## src/rtl/mem_port_arbiter_pkg.sv

```systemverilog
// mem_port_arbiter_pkg: shared MemOp codes, owner encoding and FSM states for the memory-port arbiter
package mem_port_arbiter_pkg;
  localparam logic [2:0] MEMOP_B  = 3'b000;
  localparam logic [2:0] MEMOP_H  = 3'b001;
  localparam logic [2:0] MEMOP_W  = 3'b010;
  localparam logic [2:0] MEMOP_BU = 3'b100;
  localparam logic [2:0] MEMOP_HU = 3'b101;
  localparam logic OWNER_IFU = 1'b0;
  localparam logic OWNER_LSU = 1'b1;
  typedef enum logic [1:0] {ST_IDLE, ST_BUSY, ST_RESP} state_t;
endpackage

```

## src/rtl/mem_port_arbiter_if.sv

```systemverilog
// mem_port_arbiter_if: IFU/LSU request-response channels plus the shared data-memory port
//   ifu_*: fetch request (valid/ready/addr) and one-cycle response (valid/rdata)
//   lsu_*: load/store request (valid/ready/addr/wen/memop/wdata) and response (valid/err/rdata)
//   mem_*: latched address/op/wdata, read/write strobes, read data back from memory
//   modport master = requester/memory side, slave = arbiter
interface mem_port_arbiter_if #(parameter int AW = 32, parameter int DW = 32);
  logic          ifu_req_valid;
  logic          ifu_req_ready;
  logic [AW-1:0] ifu_addr;
  logic          ifu_resp_valid;
  logic [DW-1:0] ifu_rdata;
  logic          lsu_req_valid;
  logic          lsu_req_ready;
  logic [AW-1:0] lsu_addr;
  logic          lsu_wen;
  logic [2:0]    lsu_memop;
  logic [DW-1:0] lsu_wdata;
  logic          lsu_resp_valid;
  logic          lsu_resp_err;
  logic [DW-1:0] lsu_rdata;
  logic [AW-1:0] mem_addr;
  logic          mem_rd;
  logic          mem_wr;
  logic [2:0]    mem_op;
  logic [DW-1:0] mem_wdata;
  logic [DW-1:0] mem_rdata;
  modport master (
    output ifu_req_valid, ifu_addr, lsu_req_valid, lsu_addr, lsu_wen, lsu_memop, lsu_wdata, mem_rdata,
    input  ifu_req_ready, ifu_resp_valid, ifu_rdata, lsu_req_ready, lsu_resp_valid, lsu_resp_err,
           lsu_rdata, mem_addr, mem_rd, mem_wr, mem_op, mem_wdata
  );
  modport slave (
    input  ifu_req_valid, ifu_addr, lsu_req_valid, lsu_addr, lsu_wen, lsu_memop, lsu_wdata, mem_rdata,
    output ifu_req_ready, ifu_resp_valid, ifu_rdata, lsu_req_ready, lsu_resp_valid, lsu_resp_err,
           lsu_rdata, mem_addr, mem_rd, mem_wr, mem_op, mem_wdata
  );
endinterface

```

## src/rtl/mem_port_arbiter_pick.sv

```systemverilog
// mem_arb_pick: picks IFU or LSU for the next memory transaction
//   i_ifu_valid/i_lsu_valid: pending requests; i_last: last granted owner (MEM_ARB_RR_EN only)
//   o_grant: one-hot grant indexed by owner (bit 0 IFU, bit 1 LSU)
//   MEM_ARB_RR_EN defined: round-robin on ties; undefined: fixed LSU priority
module mem_arb_pick import mem_port_arbiter_pkg::*; (
  input  logic       i_ifu_valid,
  input  logic       i_lsu_valid,
`ifdef MEM_ARB_RR_EN
  input  logic       i_last,
`endif
  output logic [1:0] o_grant
);
  logic w_lsu;
`ifdef MEM_ARB_RR_EN
  assign w_lsu = (i_ifu_valid && i_lsu_valid) ? (i_last == OWNER_IFU) : i_lsu_valid;
`else
  assign w_lsu = i_lsu_valid;
`endif
  assign o_grant = {w_lsu, i_ifu_valid && !w_lsu};
endmodule

```

## src/rtl/mem_port_arbiter.sv

```systemverilog
// mem_port_arbiter: shares one data-memory port between IFU and LSU, one transaction at a time
//   clk, rst_n (async assert, active low); bus: mem_port_arbiter_if.slave (IFU/LSU channels + memory port)
//   LATENCY (1..15): cycles the strobes are held before mem_rdata is sampled
//   MEM_ARB_RR_EN: round-robin arbitration instead of fixed LSU priority
module mem_port_arbiter import mem_port_arbiter_pkg::*; #(
  parameter int LATENCY = 1,
  parameter int AW = 32,
  parameter int DW = 32
)(
  input logic clk,
  input logic rst_n,
  mem_port_arbiter_if.slave bus
);
  state_t        r_state, w_next;
  logic [3:0]    r_cnt;
  logic          r_owner, r_wen, r_err;
  logic [AW-1:0] r_addr;
  logic [2:0]    r_op;
  logic [DW-1:0] r_wdata, r_rdata;
  logic [1:0]    w_grant;
  logic          w_accept, w_lsu, w_mis, w_last_cyc, w_ifu_resp, w_lsu_resp;
  logic [AW-1:0] w_addr;
  logic [2:0]    w_op;
`ifdef MEM_ARB_RR_EN
  logic          r_last;
`endif
  mem_arb_pick u_pick (
    .i_ifu_valid(bus.ifu_req_valid),
    .i_lsu_valid(bus.lsu_req_valid),
`ifdef MEM_ARB_RR_EN
    .i_last(r_last),
`endif
    .o_grant(w_grant)
  );
  always_comb begin
    w_lsu = w_grant[OWNER_LSU];
    w_accept = r_state == ST_IDLE && |w_grant;
    w_addr = w_lsu ? bus.lsu_addr : bus.ifu_addr;
    w_op = w_lsu ? bus.lsu_memop : MEMOP_W;
    w_mis = w_lsu && (((w_op == MEMOP_H || w_op == MEMOP_HU) && w_addr[1:0] == 2'b11) ||
                      (w_op == MEMOP_W && w_addr[1:0] != 2'b00));
    w_last_cyc = r_state == ST_BUSY && r_cnt == 4'd0;
    w_next = r_state == ST_IDLE ? (w_accept ? (w_mis ? ST_RESP : ST_BUSY) : ST_IDLE) :
             r_state == ST_BUSY ? (w_last_cyc ? ST_RESP : ST_BUSY) : ST_IDLE;
    w_ifu_resp = r_state == ST_RESP && r_owner == OWNER_IFU;
    w_lsu_resp = r_state == ST_RESP && r_owner == OWNER_LSU;
    // ready is combinational from valid, so it is forced low while reset is held
    bus.ifu_req_ready = rst_n && w_accept && !w_lsu;
    bus.lsu_req_ready = rst_n && w_accept && w_lsu;
    bus.ifu_resp_valid = w_ifu_resp;
    bus.ifu_rdata = w_ifu_resp ? r_rdata : '0;
    bus.lsu_resp_valid = w_lsu_resp;
    bus.lsu_resp_err = w_lsu_resp && r_err;
    bus.lsu_rdata = w_lsu_resp ? r_rdata : '0;
    bus.mem_rd = r_state == ST_BUSY && !r_wen;
    // the counter only holds LATENCY-1 in the first BUSY cycle, giving one write per store
    bus.mem_wr = r_state == ST_BUSY && r_wen && r_cnt == 4'(LATENCY - 1);
    bus.mem_addr = r_addr;
    bus.mem_op = r_op;
    bus.mem_wdata = r_wdata;
  end
  always_ff @(posedge clk or negedge rst_n) begin
    if (!rst_n) r_state <= ST_IDLE;
    else r_state <= w_next;
  end
  always_ff @(posedge clk or negedge rst_n) begin
    if (!rst_n) begin
      r_cnt <= '0;
      r_owner <= OWNER_IFU;
      r_wen <= 1'b0;
      r_err <= 1'b0;
      r_addr <= '0;
      r_op <= '0;
      r_wdata <= '0;
      r_rdata <= '0;
    end else if (w_accept) begin
      r_cnt <= 4'(LATENCY - 1);
      r_owner <= w_lsu;
      r_wen <= w_lsu && bus.lsu_wen;
      r_err <= w_mis;
      r_addr <= w_addr;
      r_op <= w_op;
      r_rdata <= '0;
      if (w_lsu) r_wdata <= bus.lsu_wdata;
    end else if (r_state == ST_BUSY) begin
      if (r_cnt != 4'd0) r_cnt <= r_cnt - 4'd1;
      else r_rdata <= r_wen ? '0 : bus.mem_rdata;
    end
  end
`ifdef MEM_ARB_RR_EN
  always_ff @(posedge clk or negedge rst_n) begin
    if (!rst_n) r_last <= OWNER_LSU;
    else if (w_accept) r_last <= w_lsu;
  end
`endif
endmodule

```

## src/flat_wrapper.sv

```systemverilog
// flat-port wrapper written by rule: the top's interface ports become plain ports
module mem_port_arbiter_flat import mem_port_arbiter_pkg::*;
#(
  parameter int LATENCY = 1,
  parameter int AW = 32,
  parameter int DW = 32
)
  (clk, rst_n, bus_ifu_req_valid, bus_ifu_addr, bus_lsu_req_valid, bus_lsu_addr, bus_lsu_wen, bus_lsu_memop, bus_lsu_wdata, bus_mem_rdata, bus_ifu_req_ready, bus_ifu_resp_valid, bus_ifu_rdata, bus_lsu_req_ready, bus_lsu_resp_valid, bus_lsu_resp_err, bus_lsu_rdata, bus_mem_addr, bus_mem_rd, bus_mem_wr, bus_mem_op, bus_mem_wdata);
  mem_port_arbiter_if #(.AW(AW), .DW(DW)) bus_i ();
  input logic clk;
  input logic rst_n;
  input wire logic [$bits(bus_i.ifu_req_valid)-1:0] bus_ifu_req_valid;
  input wire logic [$bits(bus_i.ifu_addr)-1:0] bus_ifu_addr;
  input wire logic [$bits(bus_i.lsu_req_valid)-1:0] bus_lsu_req_valid;
  input wire logic [$bits(bus_i.lsu_addr)-1:0] bus_lsu_addr;
  input wire logic [$bits(bus_i.lsu_wen)-1:0] bus_lsu_wen;
  input wire logic [$bits(bus_i.lsu_memop)-1:0] bus_lsu_memop;
  input wire logic [$bits(bus_i.lsu_wdata)-1:0] bus_lsu_wdata;
  input wire logic [$bits(bus_i.mem_rdata)-1:0] bus_mem_rdata;
  output wire logic [$bits(bus_i.ifu_req_ready)-1:0] bus_ifu_req_ready;
  output wire logic [$bits(bus_i.ifu_resp_valid)-1:0] bus_ifu_resp_valid;
  output wire logic [$bits(bus_i.ifu_rdata)-1:0] bus_ifu_rdata;
  output wire logic [$bits(bus_i.lsu_req_ready)-1:0] bus_lsu_req_ready;
  output wire logic [$bits(bus_i.lsu_resp_valid)-1:0] bus_lsu_resp_valid;
  output wire logic [$bits(bus_i.lsu_resp_err)-1:0] bus_lsu_resp_err;
  output wire logic [$bits(bus_i.lsu_rdata)-1:0] bus_lsu_rdata;
  output wire logic [$bits(bus_i.mem_addr)-1:0] bus_mem_addr;
  output wire logic [$bits(bus_i.mem_rd)-1:0] bus_mem_rd;
  output wire logic [$bits(bus_i.mem_wr)-1:0] bus_mem_wr;
  output wire logic [$bits(bus_i.mem_op)-1:0] bus_mem_op;
  output wire logic [$bits(bus_i.mem_wdata)-1:0] bus_mem_wdata;
  assign bus_i.ifu_req_valid = bus_ifu_req_valid;
  assign bus_i.ifu_addr = bus_ifu_addr;
  assign bus_i.lsu_req_valid = bus_lsu_req_valid;
  assign bus_i.lsu_addr = bus_lsu_addr;
  assign bus_i.lsu_wen = bus_lsu_wen;
  assign bus_i.lsu_memop = bus_lsu_memop;
  assign bus_i.lsu_wdata = bus_lsu_wdata;
  assign bus_i.mem_rdata = bus_mem_rdata;
  assign bus_ifu_req_ready = bus_i.ifu_req_ready;
  assign bus_ifu_resp_valid = bus_i.ifu_resp_valid;
  assign bus_ifu_rdata = bus_i.ifu_rdata;
  assign bus_lsu_req_ready = bus_i.lsu_req_ready;
  assign bus_lsu_resp_valid = bus_i.lsu_resp_valid;
  assign bus_lsu_resp_err = bus_i.lsu_resp_err;
  assign bus_lsu_rdata = bus_i.lsu_rdata;
  assign bus_mem_addr = bus_i.mem_addr;
  assign bus_mem_rd = bus_i.mem_rd;
  assign bus_mem_wr = bus_i.mem_wr;
  assign bus_mem_op = bus_i.mem_op;
  assign bus_mem_wdata = bus_i.mem_wdata;
  mem_port_arbiter #(.LATENCY(LATENCY), .AW(AW), .DW(DW)) u_core (.clk(clk), .rst_n(rst_n), .bus(bus_i));
endmodule
```

## config.mk

```make
export PLATFORM = sky130hd
export DESIGN_NAME = mem_port_arbiter_flat
export DESIGN_NICKNAME = d
export VERILOG_FILES = /design/src/rtl/mem_port_arbiter_pkg.sv /design/src/rtl/mem_port_arbiter_if.sv /design/src/rtl/mem_port_arbiter_pick.sv /design/src/rtl/mem_port_arbiter.sv /design/src/flat_wrapper.sv
export SDC_FILE = /design/constraint.sdc
export NUM_CORES = 1
export LEC_CHECK = 0
export ABC_AREA = 1
export CAP_MARGIN = 20
export CORE_MARGIN = 5
export CORE_UTILIZATION = 42
export DETAILED_ROUTE_END_ITERATION = 10
export GPL_ROUTABILITY_DRIVEN = 0
export MAX_ROUTING_LAYER = met4
export PLACE_DENSITY = 0.85
export SLEW_MARGIN = 20
export SYNTH_ARGS = -nofsm -noshare
export SYNTH_HDL_FRONTEND = slang
export SYNTH_SLANG_ARGS = --single-unit
```

## constraint.sdc

```tcl
create_clock -name clk -period 2.25 [get_ports clk]
set_input_delay 0.3375 -clock clk [delete_from_list [all_inputs] [get_ports clk]]
set_output_delay 0.3375 -clock clk [all_outputs]
set_load 0.01 [all_outputs]
```

### After elaboration in Yosys (flattened, before gate mapping)

Cells that the tools add are included.

| word-level totals | value |
|---|---|
| register bits after elaboration | 108 |
| latch bits | 0 |
| memory bits (writable) | 0 |
| bits in read-only memories | 0 |
| input bits | 136 |
| output and inout port bits | 138 |
| logic and storage cells | 64 |
| memories | 0 |

| cells by class | value |
|---|---|
| add/sub/neg operators | 1 |
| multipliers | 0 |
| divide/modulo/power cells | 0 |
| $lt $le $gt $ge | 0 |
| equality and inequality tests | 7 |
| shifts and indexed selects | 0 |
| mux-type cells | 16 |
| bitwise logic cells | 1 |
| reductions and logical operators | 30 |

Operators by type and width:

| kind | count |
|---|---|
| 32-bit 2-to-1 mux | 7 |
| 1-bit logical AND | 16 |
| 4-bit 2-to-1 mux | 3 |
| 2-bit 2-to-1 mux | 5 |
| 2-bit AND reduction | 3 |
| 2-bit nonzero test | 3 |
| 2-bit equality test (second input constant) | 2 |
| 4-bit zero test | 1 |
| 4-bit nonzero test | 1 |
| 4-bit by 1-bit subtractor with 4-bit output (second input constant) | 1 |
| 3-bit by 1-bit equality test with 1-bit output (second input constant) | 1 |
| 3-bit by 2-bit equality test with 1-bit output (second input constant) | 1 |
| 3-bit equality test (second input constant) | 1 |
| 3-bit 2-to-1 mux | 1 |
| 2-bit by 1-bit equality test with 1-bit output (second input constant) | 1 |
| 1-bit zero test | 2 |
| 2-bit zero test | 1 |
| 1-bit logical OR | 2 |
| 2-bit by 1-bit inequality test with 1-bit output (second input constant) | 1 |
| 2-bit OR reduction | 1 |
| 1-bit NOT | 1 |

### Longest topological paths before layout

| depth | value |
|---|---|
| word-level depth | 9 |
| mapped depth | 10 |
| gate-level depth less buffers | 9 |

### Cells and area by module

Synthesis repeated with hierarchy kept, for this count alone.

| second synthesis, totals | value |
|---|---|
| cell total of the unflattened synthesis | 646 |
| area total of the unflattened synthesis | 4,953.5 sq um |

By module, submodules not included:

| module | times used | cells each | area an instance (sq um) |
|---|---|---|---|
| mem_port_arbiter | 1 | 643 | 4,936.0 |
| mem_arb_pick | 1 | 3 | 17.5 |

### Worst setup path after synthesis

OpenSTA, ideal clock, no wires.

| timing | value |
|---|---|
| path type | reg2out |
| from | register u_core.r_state[0] |
| to | output port bus_lsu_rdata[10] |
| arrival time | 1.317 ns |
| required time | 1.913 ns |
| slack | 0.596 ns |
| cell stages (with the launch flop) | 5 |
| buffers on the path | 1 |
| path through | dfrtp_1 -> nor3_1 -> inv_1 -> clkbuf_1 -> nor2_1 |

| between the ends | value |
|---|---|
| longest elaborated chain between the ends | 3 |

RTL lines:

| item | line | source |
|---|---|---|
| start, declared | mem_port_arbiter.sv:14 | `state_t r_state, w_next;` |
| start signal, assigned | mem_port_arbiter.sv:64 | `else r_state <= w_next;` |
| 2-bit equality test | mem_port_arbiter.sv:46 | `w_lsu_resp = r_state == ST_RESP && r_owner == OWNER_LSU;` |
| 1-bit logical AND | mem_port_arbiter.sv:46 |  |
| via bus_lsu_resp_valid | flat_wrapper.sv:24 | `output wire logic [$bits(bus_i.lsu_resp_valid)-1:0] bus_lsu_resp_valid;` |
| 32-bit 2-to-1 mux | mem_port_arbiter.sv:54 | `bus.lsu_rdata = w_lsu_resp ? r_rdata : '0;` |
| end, declared | flat_wrapper.sv:26 | `output wire logic [$bits(bus_i.lsu_rdata)-1:0] bus_lsu_rdata;` |

The timed path passes the listed nets, and every way through them passes these cells.

### Final worst setup path

| timing | value |
|---|---|
| from | register u_core.r_state[1] |
| to | output port bus_lsu_resp_err |

| between the ends | value |
|---|---|
| longest elaborated chain between the ends | 3 |

RTL lines:

| item | line | source |
|---|---|---|
| 2-bit equality test | mem_port_arbiter.sv:46 |  |
| 1-bit logical AND | mem_port_arbiter.sv:46 |  |
| 1-bit logical AND | mem_port_arbiter.sv:53 | `bus.lsu_resp_err = w_lsu_resp && r_err;` |
| end, declared | flat_wrapper.sv:25 | `output wire logic [$bits(bus_i.lsu_resp_err)-1:0] bus_lsu_resp_err;` |

Every way passes these cells.

==> insert_results.sql <==
INSERT INTO impl_metrics (metric_group, metric, value, unit) VALUES
('status', 'outcome', 'finished, final reports clean', ''),
('job', 'maxCapViolations', '0', ''),
('power', 'share_clk_of_total_power', '0.170', ''),
('clock_network', 'max-clock-path-buffers', '2', ''),
('route', 'routedWlPerCell', '14.9', 'um'),
('route', 'detail_route.vias_per_cell', '4.73', ''),
('finish', 'most_common_cell_after_layout_fill_and_taps_aside', 'sky130_fd_sc_hd__nand2_1', ''),
('clock_network', 'clock-root-buffer', 'sky130_fd_sc_hd__clkbuf_16', ''),
('finish', 'finish.instance_area', '8180', 'sq um'),
('route', 'drc', '0', ''),
('synth', 'number_of_flops_mapped_to_enable_cells_by_yosys', '0', ''),
('synth', 'synth-warning-count', '0', ''),
('clock_network', 'h-tree-depth', '3', ''),
('floorplan', 'num_rows', '39', ''),
('sta', 'worst-slew-pin-transition', '0.815', 'ns'),
('clock_network', 'cts_tree', 'built', ''),
('route', 'total_via_count_in_the_routed_design', '5066', ''),
('sta', 'final_worst_path_period_share', '0.948', ''),
('route', 'detail_route.first_pass.iterations', '4', ''),
('synth', 'syn_area', '4960', 'sq um'),
('synth', 'mappedNetlistNets', '787', ''),
('placed_design', 'instance_area_at_placement', '7880', 'sq um'),
('finish', 'layout-area-overhead-vs-synth', '65.1', '%'),
('global_route', 'gr-usage-all-layers', '0.226', ''),
('route', 'drt_wl_total', '15.9', 'mm'),
('sta', 'clock_skew', '0.00972', 'ns'),
('floorplan', 'initial_util', '0.430', ''),
('power', 'p_leak', '4.18', 'nW'),
('sta', 'final-hold-violation-count', '0', ''),
('floorplan', 'pin_count', '274', ''),
('critical_path', 'r2r_setup_slack', '0.64', 'ns'),
('global_route', 'via_count_of_the_first_global_routing_pass', '4887', ''),
('critical_path', 'critical_path_required', '1.91', 'ns'),
('critical_path', 'cp_cell_sequence', 'inv_1 > nor3_2 > inv_2 > nor2_1 > clkdlybuf4s50_1', ''),
('placed_design', 'placement.io_buffers', '273', ''),
('sta', 'final-max-slew-violation-count', '0', ''),
('finish', 'layout-drive-gt1-share', '0.0583', ''),
('sta', 'setup_total_negative_slack', '0', 'ns'),
('power', 'switching_power_of_the_nets', '3.72', 'mW'),
('synth', 'yosys.cell_types.count', '22', ''),
('finish', 'insertedDiodeCount', '0', ''),
('finish', 'finalNonFillerCells', '1070', ''),
('clock_network', 'numCtsBuffers', '9', ''),
('floorplan', 'coreArea', '11500', 'sq um'),
('power', 'cell_int_power', '5.94', 'mW'),
('synth', 'postSynth.asyncResetShare', '1.00', ''),
('sta', 'maxSlewHeadroom', '0.457', ''),
('sta', 'rsz0062_at_grt', 'no', ''),
('global_route', 'antenna_found_initial', '0', ''),
('power', 'design_power_total', '9.65', 'mW'),
('critical_path', 'timing.critical_path.slowest_cell_delay', '0.56', 'ns'),
('synth', 'postSynthRegisterBits', '108', ''),
('sta', 'timing.final.crit_period', '2.13', 'ns'),
('clock_network', 'ctsHoldBuffers', '0', ''),
('min_path', 'hold_path_class', 'in -> async', ''),
('global_route', 'pin_count_of_the_biggest_net_entering_global_routing', '66', ''),
('power', 'power-per-cell-area', '1180', 'nW/um^2'),
('power', 'max-vdd-ir-drop', '0.656', 'mV'),
('synth', 'avgSynthCellArea', '7.64', 'sq um'),
('critical_path', 'worst-setup-path-type', 'reg -> out', ''),
('power', 'net_switching_share_of_the_total_power', '0.385', ''),
('route', 'final_antenna_net_count', '0', ''),
('critical_path', 'worst_setup_path_start_kind', 'flop', ''),
('critical_path', 'critical_path_arrival', '1.80', 'ns'),
('power', 'power.share.combinational', '0.487', ''),
('global_route', 'global_route_wire_length_before_repair', '24.6', 'mm'),
('synth', 'postSynth.topFlopCell', 'sky130_fd_sc_hd__dfrtp_1', ''),
('floorplan', 'floorplan.die_area', '14100', 'sq um'),
('clock_network', 'clock_sink_count', '108', ''),
('route', 'drt_iter0_markers', '372', ''),
('global_route', 'global_route.overflow_total', '0', '');
[synthesized netlist by cell type, types with 3 or more instances]
library cell               count  area, sq um
sky130_fd_sc_hd__dfrtp_1     108         2700
sky130_fd_sc_hd__nor3_1        4         20.0
sky130_fd_sc_hd__buf_4         3         22.5
sky130_fd_sc_hd__clkbuf_1     14         52.6
sky130_fd_sc_hd__o21ai_0      10         50.1
sky130_fd_sc_hd__nand2_1     256          961
sky130_fd_sc_hd__nor2_1      104          390
sky130_fd_sc_hd__inv_1        52          195
sky130_fd_sc_hd__a31oi_1      30          188
sky130_fd_sc_hd__nand3_1      37          185
sky130_fd_sc_hd__buf_2        17         85.1
[final cells by class]
cell class / instances / area, sq um
Clock buffer: 9 / 225
Clock inverter: 7 / 83.8
Fill cell: 986 / 3330
Inverter: 56 / 213
Multi-Input combinational cell: 449 / 1900
Sequential cell: 108 / 2700
Tap cell: 143 / 179
Timing Repair Buffer: 298 / 2880
[power by group through the flow]
stage               Combinational, mW  Clock, mW  Sequential, mW
finish                           4.70       1.64            3.31
global route                     5.15       1.76            3.42
CTS                              4.75       1.68            3.30
detailed placement               4.75          0            3.30
global placement                 4.66          0            3.28
floorplan                        2.10          0            3.54
[per-stage QoR]
step	util	setup WS [ns]
floorplan	-	0.596
global placement	0.684	0.00841
detailed placement	0.684	0.0129
CTS	0.709	-0.00930
global route	0.710	0.00389
finish	0.710	0.117
[state kept, by name, indices dropped and copies added, names as in the netlist]
register and count:
u_core.bus.mem_addr 32, u_core.bus.mem_wdata 32, u_core.r_rdata 32, u_core.r_cnt 4
u_core.bus.mem_op 3, u_core.r_state 2, u_core.r_err 1, u_core.r_owner 1
u_core.r_wen 1
[critical path, delay by kind of cell, from the launching register on]
family | cells | cell delay (ns)
buffers and inverters | 3 | 0.76
flip-flops | 1 | 0.39
AND/OR/NAND/NOR | 2 | 0.31
[what timing repair did]
action,in CTS,in global routing
resized for setup,68,5
endpoints found under the setup margin,67,4
pin swaps,2,0
gates cloned,0,0
setup buffers,4,0
[kinds of logic after synthesis]
logic type,share of synthesized area
and+or+nand+nor,0.318
AOI/OAI and AO/OA,0.0535
buffers and inverters,0.0767
adders and majority gates,0.00505
xor gates and xnor gates,0.00177
DFF,0.545
[path summary, 6_finish.rpt]
kind                       cells after the start                                   end                                  from
max in group asynchronous                      2           u_core.r_state[0]$_DFF_PN0_                                 rst_n
min in group clk                               2  u_core.bus.mem_wdata[31]$_DFFE_PN0P_  u_core.bus.mem_wdata[31]$_DFFE_PN0P_
setup / recovery                               5                      bus_lsu_resp_err           u_core.r_state[1]$_DFF_PN0_
setup reg to reg                               8         u_core.r_rdata[4]$_DFFE_PN0P_           u_core.r_state[0]$_DFF_PN0_
hold / removal                                 2         u_core.r_rdata[2]$_DFFE_PN0P_                                 rst_n
hold reg to reg                                2  u_core.bus.mem_wdata[31]$_DFFE_PN0P_  u_core.bus.mem_wdata[31]$_DFFE_PN0P_
[layer usage]
layer,vias to the layer above,GRT usage,part of all wire
met5,-,-,0
met4,0,0.0876,0.023
met3,23,0.0535,0.086
met2,206,0.384,0.49
met1,2306,0.258,0.40
li1,2531,-,-
No activity file was read; power rests on OpenSTA's default activity.
